[src/rtl/mips_mc_core.sv]
// mips_mc_core: multicycle MIPS-subset core with a generic datapath width,
// a small register file and a stall-capable req/ready memory port.
module mips_mc_core #(
    parameter int WIDTH   = 8,
    parameter int REGBITS = 3
) (
    input  logic             clk,
    input  logic             reset,
    output logic             mem_req,
    output logic             mem_we,
    output logic [WIDTH-1:0] mem_adr,
    output logic [WIDTH-1:0] mem_wdata,
    input  logic [WIDTH-1:0] mem_rdata,
    input  logic             mem_ready,
    output logic [WIDTH-1:0] pc,
    output logic             instr_done,
    output logic             illegal
);
    localparam int BEATS = 32 / WIDTH;
    localparam int NREG  = 2 ** REGBITS;
    localparam int BW    = (BEATS > 1) ? $clog2(BEATS) : 1;
    localparam logic [WIDTH-1:0] STEP = WIDTH'(WIDTH / 8);
    localparam logic [BW-1:0]    LAST = BW'(BEATS - 1);

    localparam logic [5:0] OP_RT   = 6'b000000;
    localparam logic [5:0] OP_LB   = 6'b100000;
    localparam logic [5:0] OP_SB   = 6'b101000;
    localparam logic [5:0] OP_ADDI = 6'b001000;
    localparam logic [5:0] OP_BEQ  = 6'b000100;
    localparam logic [5:0] OP_J    = 6'b000010;

    typedef enum logic [3:0] {
        S_FETCH, S_DECODE, S_MEMADR, S_MEMRD, S_MEMWB, S_MEMWR,
        S_RTEXEC, S_RTWB, S_ADDIEX, S_ADDIWB, S_BEQEX, S_JEX
    } state_t;

    state_t             r_state;
    logic [BW-1:0]      r_beat;
    logic [WIDTH-1:0]   r_pc;
    logic [WIDTH-1:0]   r_a;
    logic [WIDTH-1:0]   r_b;
    logic [WIDTH-1:0]   r_aluout;
    logic [WIDTH-1:0]   r_mdr;
    logic [WIDTH-1:0]   r_adr;
    logic [WIDTH-1:0]   r_wdata;
    logic [31:0]        r_instr;
    logic [WIDTH-1:0]   r_rf [NREG];
    logic               r_req;
    logic               r_we;
    logic               r_done;
    logic               r_illegal;

    logic [5:0]         w_op;
    logic [5:0]         w_funct;
    logic [REGBITS-1:0] w_rs;
    logic [REGBITS-1:0] w_rt;
    logic [REGBITS-1:0] w_rd;
    logic [31:0]        w_sx;
    logic [31:0]        w_jfull;
    logic [WIDTH-1:0]   w_imm;
    logic [WIDTH-1:0]   w_boff;
    logic [WIDTH-1:0]   w_jt;
    logic [WIDTH-1:0]   w_addr;
    logic [WIDTH-1:0]   w_alu;
    logic               w_fok;
    logic [4:0]         w_lane;
    logic               w_unused;

    assign w_op    = r_instr[31:26];
    assign w_funct = r_instr[5:0];
    assign w_rs    = r_instr[21 +: REGBITS];
    assign w_rt    = r_instr[16 +: REGBITS];
    assign w_rd    = r_instr[11 +: REGBITS];
    assign w_sx    = {{16{r_instr[15]}}, r_instr[15:0]};
    assign w_imm   = w_sx[WIDTH-1:0];
    assign w_boff  = w_imm << 2;
    assign w_jfull = {4'b0000, r_instr[25:0], 2'b00};
    assign w_jt    = w_jfull[WIDTH-1:0];
    assign w_addr  = r_a + w_imm;
    // Beat 0 fills the most significant lane (big-endian instruction order).
    assign w_lane  = 5'(32 - WIDTH * (int'(r_beat) + 1));
    assign w_unused = ^{w_sx, w_jfull, r_instr};

    always_comb begin
        w_alu = '0;
        w_fok = 1'b1;
        unique case (w_funct)
            6'h20:   w_alu = r_a + r_b;
            6'h22:   w_alu = r_a - r_b;
            6'h24:   w_alu = r_a & r_b;
            6'h25:   w_alu = r_a | r_b;
            6'h2A:   w_alu = {{(WIDTH-1){1'b0}}, ($signed(r_a) < $signed(r_b))};
            default: w_fok = 1'b0;
        endcase
    end

    always_ff @(posedge clk) begin
        if (!reset) begin
            r_state   <= S_FETCH;
            r_beat    <= '0;
            r_pc      <= '0;
            r_a       <= '0;
            r_b       <= '0;
            r_aluout  <= '0;
            r_mdr     <= '0;
            r_adr     <= '0;
            r_wdata   <= '0;
            r_instr   <= '0;
            r_req     <= 1'b0;
            r_we      <= 1'b0;
            r_done    <= 1'b0;
            r_illegal <= 1'b0;
            for (int i = 0; i < NREG; i++) r_rf[i] <= '0;
        end else begin
            r_done    <= 1'b0;
            r_illegal <= 1'b0;
            case (r_state)
                S_FETCH: begin
                    if (!r_req) begin
                        r_req <= 1'b1;
                        r_we  <= 1'b0;
                        r_adr <= r_pc;
                    end else if (mem_ready) begin
                        r_instr[w_lane +: WIDTH] <= mem_rdata;
                        r_pc <= r_pc + STEP;
                        if (r_beat == LAST) begin
                            r_beat  <= '0;
                            r_req   <= 1'b0;
                            r_state <= S_DECODE;
                        end else begin
                            r_beat <= r_beat + 1'b1;
                            r_adr  <= r_pc + STEP;
                        end
                    end
                end
                S_DECODE: begin
                    r_a      <= r_rf[w_rs];
                    r_b      <= r_rf[w_rt];
                    r_aluout <= r_pc + w_boff;
                    case (w_op)
                        OP_RT:   r_state <= S_RTEXEC;
                        OP_LB:   r_state <= S_MEMADR;
                        OP_SB:   r_state <= S_MEMADR;
                        OP_ADDI: r_state <= S_ADDIEX;
                        OP_BEQ: begin
                            r_state <= S_BEQEX;
                            r_done  <= 1'b1;
                        end
                        OP_J: begin
                            r_state <= S_JEX;
                            r_done  <= 1'b1;
                        end
                        default: begin
                            r_illegal <= 1'b1;
                            r_state   <= S_FETCH;
                            r_req     <= 1'b1;
                            r_adr     <= r_pc;
                        end
                    endcase
                end
                S_MEMADR: begin
                    r_aluout <= w_addr;
                    r_adr    <= w_addr;
                    r_req    <= 1'b1;
                    r_wdata  <= r_b;
                    r_we     <= (w_op == OP_SB);
                    r_state  <= (w_op == OP_LB) ? S_MEMRD : S_MEMWR;
                end
                S_MEMRD: begin
                    if (mem_ready) begin
                        r_mdr   <= mem_rdata;
                        r_req   <= 1'b0;
                        r_done  <= 1'b1;
                        r_state <= S_MEMWB;
                    end
                end
                S_MEMWB: begin
                    if (w_rt != '0) r_rf[w_rt] <= r_mdr;
                    r_state <= S_FETCH;
                    r_req   <= 1'b1;
                    r_adr   <= r_pc;
                end
                S_MEMWR: begin
                    if (mem_ready) begin
                        r_we    <= 1'b0;
                        r_adr   <= r_pc;
                        r_state <= S_FETCH;
                    end
                end
                S_RTEXEC: begin
                    if (w_fok) begin
                        r_aluout <= w_alu;
                        r_done   <= 1'b1;
                        r_state  <= S_RTWB;
                    end else begin
                        r_illegal <= 1'b1;
                        r_state   <= S_FETCH;
                        r_req     <= 1'b1;
                        r_adr     <= r_pc;
                    end
                end
                S_RTWB: begin
                    if (w_rd != '0) r_rf[w_rd] <= r_aluout;
                    r_state <= S_FETCH;
                    r_req   <= 1'b1;
                    r_adr   <= r_pc;
                end
                S_ADDIEX: begin
                    r_aluout <= w_addr;
                    r_done   <= 1'b1;
                    r_state  <= S_ADDIWB;
                end
                S_ADDIWB: begin
                    if (w_rt != '0) r_rf[w_rt] <= r_aluout;
                    r_state <= S_FETCH;
                    r_req   <= 1'b1;
                    r_adr   <= r_pc;
                end
                S_BEQEX: begin
                    r_state <= S_FETCH;
                    r_req   <= 1'b1;
                    if (r_a == r_b) begin
                        r_pc  <= r_aluout;
                        r_adr <= r_aluout;
                    end else begin
                        r_adr <= r_pc;
                    end
                end
                S_JEX: begin
                    r_pc    <= w_jt;
                    r_adr   <= w_jt;
                    r_req   <= 1'b1;
                    r_state <= S_FETCH;
                end
                default: begin
                    r_state <= S_FETCH;
                    r_req   <= 1'b0;
                end
            endcase
        end
    end

    // A store retires in the cycle its write is accepted.
    assign instr_done = r_done | ((r_state == S_MEMWR) & r_req & mem_ready);
    assign illegal    = r_illegal;
    assign mem_req    = r_req;
    assign mem_we     = r_we;
    assign mem_adr    = r_adr;
    assign mem_wdata  = r_wdata;
    assign pc         = r_pc;
endmodule

[config.mk]
export PLATFORM = sky130hd
export DESIGN_NAME = mips_mc_core
export DESIGN_NICKNAME = d
export VERILOG_FILES = /design/src/rtl/mips_mc_core.sv
export SDC_FILE = /design/constraint.sdc
export NUM_CORES = 1
export LEC_CHECK = 0
export BUFFER_PORTS_ARGS = -buffer_cell sky130_fd_sc_hd__clkbuf_2
export CAP_MARGIN = 0
export CORE_MARGIN = 4
export CORE_UTILIZATION = 60
export CTS_BUF_LIST = sky130_fd_sc_hd__clkbuf_4 sky130_fd_sc_hd__clkbuf_8
export CTS_CLUSTER_DIAMETER = 80
export DETAILED_ROUTE_END_ITERATION = 10
export HOLD_SLACK_MARGIN = 0.12
export PLACE_DENSITY = 0.75
export SLEW_MARGIN = 10
export SYNTH_ARGS = -nofsm -noshare
export SYNTH_HDL_FRONTEND = slang
export SYNTH_SLANG_ARGS = --single-unit
[constraint.sdc]
create_clock -name clk -period 4.3 [get_ports clk]
set_input_delay 0.86 -clock clk [delete_from_list [all_inputs] [get_ports clk]]
set_output_delay 0.86 -clock clk [all_outputs]
set_load 0.005 [all_outputs]
Yosys cells after proc, flatten, opt, wreduce, memory -nomap -nowiden
Memories as Yosys holds them, arrays and structs flattened. A register that Yosys moved wholly into a read port is not among the register bits.
Index checks and enable logic that the tools add are counted.
{"block": "op_classes", "addsub": 9, "n_mul": 0, "div_mod_pow": 0, "magnitude_cmp": 1, "eq_ne": 34, "n_shift": 2, "n_mux": 61, "bitwise": 7, "reduce_logical": 28}
{"cell": "$mux W8", "n": 13}
{"cell": "$pmux W8 S8", "n": 1}
{"cell": "$pmux W8 S3", "n": 2}
{"cell": "$eq A6 B6 Y1 const B", "n": 7}
{"cell": "$pmux W8 S5", "n": 1}
{"cell": "$bwmux W32", "n": 1}
{"cell": "$shift A8 B7 Y32 const A", "n": 1}
{"cell": "$shiftx A8 B7 Y32", "n": 1}
{"cell": "$pmux W4 S7", "n": 1}
{"cell": "$mux W1", "n": 27}
{"cell": "$add A8 B8 Y8", "n": 3}
{"cell": "$mux W4", "n": 5}
{"cell": "$pmux W4 S5", "n": 1}
{"cell": "$ne A2 B2 Y1 const B", "n": 9}
{"cell": "$eq A4 B3 Y1 const B", "n": 4}
{"cell": "$eq A4 B4 Y1 const B", "n": 4}
{"cell": "$reduce_or A8 Y1", "n": 2}
{"cell": "$reduce_bool A3 Y1", "n": 5}
{"cell": "$mux W3", "n": 4}
{"cell": "$reduce_or A6 Y1", "n": 2}
{"cell": "$reduce_and A3 Y1", "n": 3}
{"cell": "$add A8 B1 Y8 const B", "n": 1}
{"cell": "$and A8 B8 Y8", "n": 1}
{"cell": "$eq A4 B2 Y1 const B", "n": 2}
{"cell": "32 further kinds", "n": 41}
{"block": "word_totals", "reg_bits": 82, "latchBits": 0, "mem_bits_rw": 64, "rom_bits": 0, "inputBits": 11, "out_inout_bits": 28, "elab_cells": 155, "mem_count": 1}
{"name": "r_rf", "words": 8, "width": 8, "read_ports": 2, "rd_ports_with_merged_regs": 2, "write_ports": 8, "line_no": "47", "source": "logic [WIDTH-1:0] r_rf [NREG];"}

Depth between registers and ports, before layout
Gate-level depths: netlist of run 1.
{"block": "depth", "ltp_word": 9, "depth_mapped": 10}

Least setup slack after synthesis of run 1
Ideal clock, no wire load.
{"block": "synth_timing", "kind": "input -> register", "startpoint": "in reset", "endpoint": "mem r_rf[1][0], enable pin", "setup_ps": 330, "arrival_time_ps": 2295, "setup_slack_ps": 1675, "stages": 7, "path_buffers": 1, "cell_sequence": "buf_2 -> inv_1 -> nor3_2 -> nand2_1 -> o31ai_1 -> nand3_1 -> nand2_1"}
{"item": "start: declaration", "line_no": "8", "source": "input logic reset,"}
{"item": "end: declaration", "line_no": "47"}

Final worst setup path of run 1
{"block": "layout_timing", "startpoint": "reg r_state[0]", "endpoint": "out instr_done"}
{"block": "layout_between", "elab_chain_cells": 4}
{"item": "start: declaration", "line_no": "37", "source": "state_t r_state;"}
{"item": "start signal: assignment", "line_no": "167", "source": "r_state <= (w_op == OP_LB) ? S_MEMRD : S_MEMWR;"}
{"item": "$eq A4 B3 Y1", "line_no": "244", "source": "assign instr_done = r_done | ((r_state == S_MEMWR) & r_req & mem_ready);"}
{"item": "$and A1 B1 Y1 (2 in a row)", "line_no": "244"}
{"item": "$or A1 B1 Y1", "line_no": "244"}
{"item": "end: declaration", "line_no": "16", "source": "output logic instr_done,"}
No other way between the ends.

==> results_dict.tcl, run 1 <==
set metrics [dict create \
    status "finished clean" \
    grt_overflow 0 \
    p_leak_nw 3.60 \
    finalSetupViolCount 0 \
    synth_top_area_cell "edfxtp_1" \
    first_global_vias 7482 \
    synth_cell_type_count 81 \
    cts_tree "done" \
    worstHoldStart "mem_wdata[2]$_SDFFE_PN0P_" \
    start_kind "register" \
    cts-root-buf "clkbuf_8" \
    synth_ff_type "dfxtp_1" \
    synth-xor-area-share 0.0213 \
    row_count 45 \
    port_buffers 38 \
    tns_ns 0 \
    finalWeightedCongestion 0.919 \
    dp_hpwl_um 18500 \
    synth_fa_ha_area_frac 0.0653 \
    wl_per_cell_um 20.4 \
    dr.first_iter.drc_count 962 \
    ctsResizeCount 0 \
    worst_slew_pin_slew_ns 1.12 \
    rr_startpoint "r_state[0]$_SDFFE_PN0P_" \
    yosysWarnings 0 \
    cts_htree_levels 4 \
    regToRegSetupSlack_ns 1.35 \
    worstSetupPathType "register to output pin" \
    hold_path_end "mem_wdata[2]$_SDFFE_PN0P_" \
    core_area_sq_um 15300 \
    rsz0062_at_grt "false" \
    num_vias 8069 \
    drive_above_1_share 0.134 \
    dieArea_sq_um 17800 \
    synth_area_leaders "edfxtp_1 (20%), dfxtp_1 (19%), mux4_2 (7.6%)" \
    syn_area_sq_um 9460 \
    power_density_nw_per_um2 287 \
    synth_top_family_by_area "simple AND/OR/NAND/NOR gates" \
    grt_pass1_wl_um 40500 \
    cts_buffer_depth 2 \
    grt_usage 0.290 \
    maxCapViolCount 0 \
    r2r_end "r_rf[1][7]$_SDFFCE_PN0P_" \
    ios 39 \
    diodes 0 \
    worstPathMaxFanout 18 \
    cts-buffers-inserted 17 \
    async_flop_share 0 \
    drc_errors 0 \
    fmax_mhz 323 \
    worst_hold_path_type "register to register" \
    ir_drop_v 0.000313 \
    nNetsFinal 1083 \
    grt_max_degree 81 \
    required_ns 3.44 \
    period_needed_ns 3.10 \
    ant_nets 0 \
    netlist.area_leader.share 0.203 \
    clkSinkCount 153 \
    synth-seq-area-share 0.391 \
    r2r_cells 6 \
    routed_via_density 6.46 \
    synth_simple_gate_area_frac 0.185 \
    hold_buffers 0 \
    drt-pass1-iter-count 6 \
    die_w_um 134 \
    fillers 1292 \
    antenna_found_initial 0 \
    finClkSkew_ns 0.0128 \
    muxShareOfSynthArea 0.115 \
    area_growth_pct 7.34 \
    cp-end-kind "output pin" \
    synth_edf_count 64 \
    clkTransAtPathRegs_ns 0.09 \
    synthCells 1011 \
    cts_setup_buffers 0 \
    ys_ff_latch 153 \
    hold_viol 0 \
    maxSlewHeadroom 0.250 \
    synth_compound_area_frac 0.180 \
    cp_data_arrival_time_ns 2.24 \
    die_h_um 134 \
    finalMaxSlewViolations 0 \
    routed_wl_um 25400 \
    avgSynthCellArea_sq_um 9.36 \
    total_power_mw 2.92 \
    fin_crit_sh 0.720 \
    start_util 0.618 \
    insertion_delay_ns 0.46 \
    whs_path_depth 2 \
]
[registers in the layout, indices dropped and copies added (netlist names)]
signal and count:
illegal 1, mem_adr 8, mem_req 1, mem_wdata 8, mem_we 1, pc 8, r_a 8, r_aluout 8
r_b 8, r_beat 2, r_done 1, r_instr 23, r_mdr 8, r_rf 64, r_state 4
[per-layer routing]
metal	vias to the layer above	GRT usage	routed length, um
met5	-	0	0
met4	0	0.108	673
met3	59	0.0736	2290
met2	385	0.429	11300
met1	3859	0.412	11100
li1	3766	-	-
[cells in the final DEF (no fill, tap or decap), types with 9 or more instances in the layout]
cell type and count:
nand2_1 120, nor2_1 113, dfxtp_1 88, a21oi_1 82, edfxtp_1 64, ha_1 43, o21ai_0 39, clkbuf_2 38
inv_1 32, mux4_2 32, a211oi_1 28, nand3_1 27, mux2i_1 24, nor3_1 20, nand4_1 18, clkbuf_8 17
nand2b_1 16, xnor2_1 15, o21ai_1 13, buf_4 11, a31oi_1 9
[cells by family after synthesis]
family	count (synthesis)
AOI/OAI and AO/OA	261
xor gates and xnor gates	23
adders and majority gates	47
buffers and inverters	95
DFF	153
muxes	65
other	1
and+or+nand+nor	366
[power breakdown]
group	internal [mW]	leakage [nW]	switching (mW)	total, mW
clock network	0.544	0.203	0.579	1.12
registers	1.55	1.38	0.0388	1.59
logic	0.0811	2.03	0.126	0.208
total	2.17	3.60	0.745	2.92
[layout make-up]
type | instances | area, sq um | area share
well taps | 211 | 264 | 0.0260
flip-flops and latches | 153 | 3700 | 0.365
clock inverters | 12 | 139 | 0.0137
repair buffers | 49 | 273 | 0.0269
clock buffers | 20 | 256 | 0.0253
inverters | 34 | 128 | 0.0126
multi-input cells | 770 | 5390 | 0.531
[worst max-delay path by stage]
stage,start,to,slack (ns),depth (start not counted)
after floorplan,reset,r_rf[1][0]$_SDFFCE_PN0P_,1.68,7
after global placement,reset,r_rf[1][1]$_SDFFCE_PN0P_,1.48,6
after detailed placement,reset,r_rf[1][2]$_SDFFCE_PN0P_,1.41,6
after CTS,r_state[0]$_SDFFE_PN0P_,instr_done,1.24,4
after global routing,r_state[0]$_SDFFE_PN0P_,instr_done,1.10,4
final,r_state[0]$_SDFFE_PN0P_,instr_done,1.20,4
[Yosys cell counts (7+ instances only)]
library cell,instances
nand2_1,120
nor2_1,113
dfxtp_1,89
a21oi_1,82
edfxtp_1,64
ha_1,43
o21ai_0,39
inv_1,33
mux4_2,32
clkbuf_1,31
a211oi_1,28
nand3_1,27
mux2i_1,24
buf_2,22
nor3_1,20
nand4_1,18
nand2b_1,16
xnor2_1,15
o21ai_1,13
a31oi_1,9
a211o_1,8
mux2i_2,8
nor2b_1,8
xor2_1,8
o22ai_1,7
[stage by stage]
| stage | util | setup slack, ns | cell area (sq um) | instances | hold slack, ns |
|---|---|---|---|---|---|
| 6_report | 0.663 | 1.20 | 10200 | 1249 | 0.455 |
| 5_1_grt | 0.663 | 1.10 | 10200 | 1249 | 0.474 |
| 3_3_place_gp | 0.637 | 1.48 | 9760 | 1217 | 0.444 |
| 2_1_floorplan | - | 1.68 | 9490 | 1018 | 0.436 |
| 4_1_cts | 0.663 | 1.24 | 10200 | 1249 | 0.461 |
| 3_5_place_dp | 0.637 | 1.41 | 9760 | 1217 | 0.449 |
[critical path: stages (launching register included)]
cell and delay, ns:
dfxtp_1 0.71, buf_4 0.34, nor2b_1 0.39, a41o_1 0.22, clkbuf_2 0.10
(Power assumes the default switching activity.)
==> run 2, diff against run 1 <==
clock period = 3.1 ns   (was 4.3 ns; I/O delays follow)
==> run 2 against run 1 <==
  * Count of clock-buffer cells in the layout down 3
  * Critical endpoint is now mem_adr[5]$_SDFFE_PN0P_
  * Largest power group unchanged
  * Sequential share of layout area is 0.65 points lower
  * Critical path type is now register to register
  * Design area up 1.8%
  * Cell count grew 2.0%
  * Wire length grew 0.81%
==> results_dict.tcl, run 2 (synthesized netlist as in run 1, its figures left out) <==
set metrics [dict create \
    period_needed_ns 2.80 \
    ir_drop_v 0.000381 \
    p_leak_nw 3.72 \
    ios 39 \
    drive_above_1_share 0.152 \
    switchingPower_mw 1.10 \
    finalMaxSlewViolations 0 \
    die_w_um 134 \
    nNetsFinal 1108 \
    fin_crit_sh 0.903 \
    ctsResizeCount 0 \
    die_h_um 134 \
    required_ns 3.45 \
    drc_errors 0 \
    seqPwrFrac 0.543 \
    cts_buffer_depth 2 \
    rsz0062_at_grt "false" \
    first_global_vias 7676 \
    cts-root-buf "clkbuf_8" \
    antenna_found_initial 0 \
    crit_chain "inv_1 > ha_1 > nor4_2 > and2_1 > mux2i_1 > o21ai_1 > a221oi_1 > a31oi_1" \
    top_layer_used "met4" \
    slowest_stage "nor4_2" \
    diodes 0 \
    maxSlewHeadroom 0.410 \
    place_inst 1242 \
    routed_via_density 6.40 \
    clkPwrFrac 0.381 \
    tns_ns 0 \
    num_vias 8155 \
    cts_setup_buffers 0 \
    layout.cells.non_filler 1274 \
    fin_ws_ns 0.300 \
    worstPathMaxFanout 11 \
    cp_data_arrival_time_ns 3.15 \
    dp_hpwl_um 18700 \
    max_stage_delay_ns 0.51 \
    worstSetupPathType "register to register" \
    final_cell_area_sq_um 10300 \
    place_area_sq_um 9950 \
    dr.first_iter.drc_count 741 \
    finalWeightedCongestion 0.949 \
    area_growth_pct 9.24 \
    cts_htree_levels 4 \
    wl_per_cell_um 20.1 \
    drt-pass1-iter-count 5 \
    status "finished clean" \
    grt_overflow 0 \
    wl_met3_um 2290 \
    finClkSkew_ns 0.0160 \
    port_buffers 38 \
    power_density_nw_per_um2 390 \
    reg_top3 "r_rf x64, r_instr x23" \
    dr_wl_met2_um 11800 \
    final_cell_mix "nand2_1 (120), nor2_1 (113), dfxtp_1 (89)" \
    dp_slack_ns 0.302 \
    hold_buffers 0 \
    ant_nets 0 \
    largest_register_ffs 64 \
    worst_slew_pin_slew_ns 0.883 \
    p_int_mw 2.93 \
    finalSetupViolCount 0 \
    cts-buffers-inserted 17 \
    core_area_sq_um 15300 \
    final_common_cell "nand2_1" \
    start_kind "register" \
    cts_tree "done" \
    met1_length_um 10900 \
    combPwrFrac 0.075 \
    grt_usage 0.292 \
    start_util 0.618 \
    row_count 45 \
    grt_pass1_wl_um 41000 \
    cp-end-kind "register" \
    clkTransAtPathRegs_ns 0.10 \
    grt_max_degree 40 \
    maxCapViolCount 0 \
    dieArea_sq_um 17800 \
    insertion_delay_ns 0.47 \
    clkSinkCount 153 \
    sw_frac_of_total 0.273 \
    hold_viol 0 \
    routed_wl_um 25600 \
    top_register "r_rf" \
    fmax_mhz 357 \
    worst_hold_path_type "input port to register" \
]
run 2: changes by cell type in the layout (fill, tap and decap cells not counted), moves of 2 or more:
| cell | change |
|---|---|
| buf_4 | +25 |
| inv_4 | -2 |
| inv_6 | +5 |
| clkbuf_4 | -3 |
run 2: area by class of cell:
cell class                 instances  area [sq um]
clock buffer                      17           234
clock inverter                    15           155
fill                            1258          4980
inverter                          34           128
multi-input combinational        770          5390
sequential                       153          3700
tap                              211           264
timing repair buffer              74           460
run 2: worst paths after layout:
| path | from | slack, ns | cells after the start | to |
|---|---|---|---|---|
| setup / recovery | r_a[2]$_SDFFE_PN0P_ | 0.30 | 8 | mem_adr[5]$_SDFFE_PN0P_ |
| hold / removal | mem_rdata[2] | 0.42 | 3 | r_mdr[2]$_SDFFE_PN0P_ |
| setup reg to reg | r_a[2]$_SDFFE_PN0P_ | 0.30 | 8 | mem_adr[5]$_SDFFE_PN0P_ |
| hold reg to reg | mem_wdata[6]$_SDFFE_PN0P_ | 0.45 | 2 | mem_wdata[6]$_SDFFE_PN0P_ |
run 2: layer usage:
metal / vias to the layer above / global-route usage
met2: 375 / 0.462
met3: 55 / 0.0642
met1: 3916 / 0.408
met4: 0 / 0.0840
li1: 3809 / -
met5: - / 0
run 2: power by group through the flow:
stage / clock network [mW] / registers (mW) / logic (mW)
finish: 1.54 / 2.19 / 0.304
global route: 1.63 / 2.20 / 0.334
CTS: 1.54 / 2.19 / 0.301
detailed placement: 0 / 2.24 / 0.300
global placement: 0 / 2.23 / 0.298
floorplan: 0 / 2.22 / 0.220
run 2: critical path, delay by kind of cell, from the launching register on:
family                     cells  cell delay [ns]
DFF                            1             0.41
buffers and inverters          1             0.06
and+or+nand+nor                2             1.02
adders and majority gates      1             0.41
AOI/OAI and AO/OA              3             0.55
muxes                          1             0.24
run 2: through the flow:
| stage | power, mW | util | hold slack, ns |
|---|---|---|---|
| 3_5_place_dp | 2.54 | 0.650 | 0.449 |
| 2_1_floorplan | 2.44 | - | 0.436 |
| 6_report | 4.03 | 0.675 | 0.421 |
| 4_1_cts | 4.03 | 0.675 | 0.410 |
| 5_1_grt | 4.16 | 0.675 | 0.418 |
| 3_3_place_gp | 2.53 | 0.650 | 0.444 |
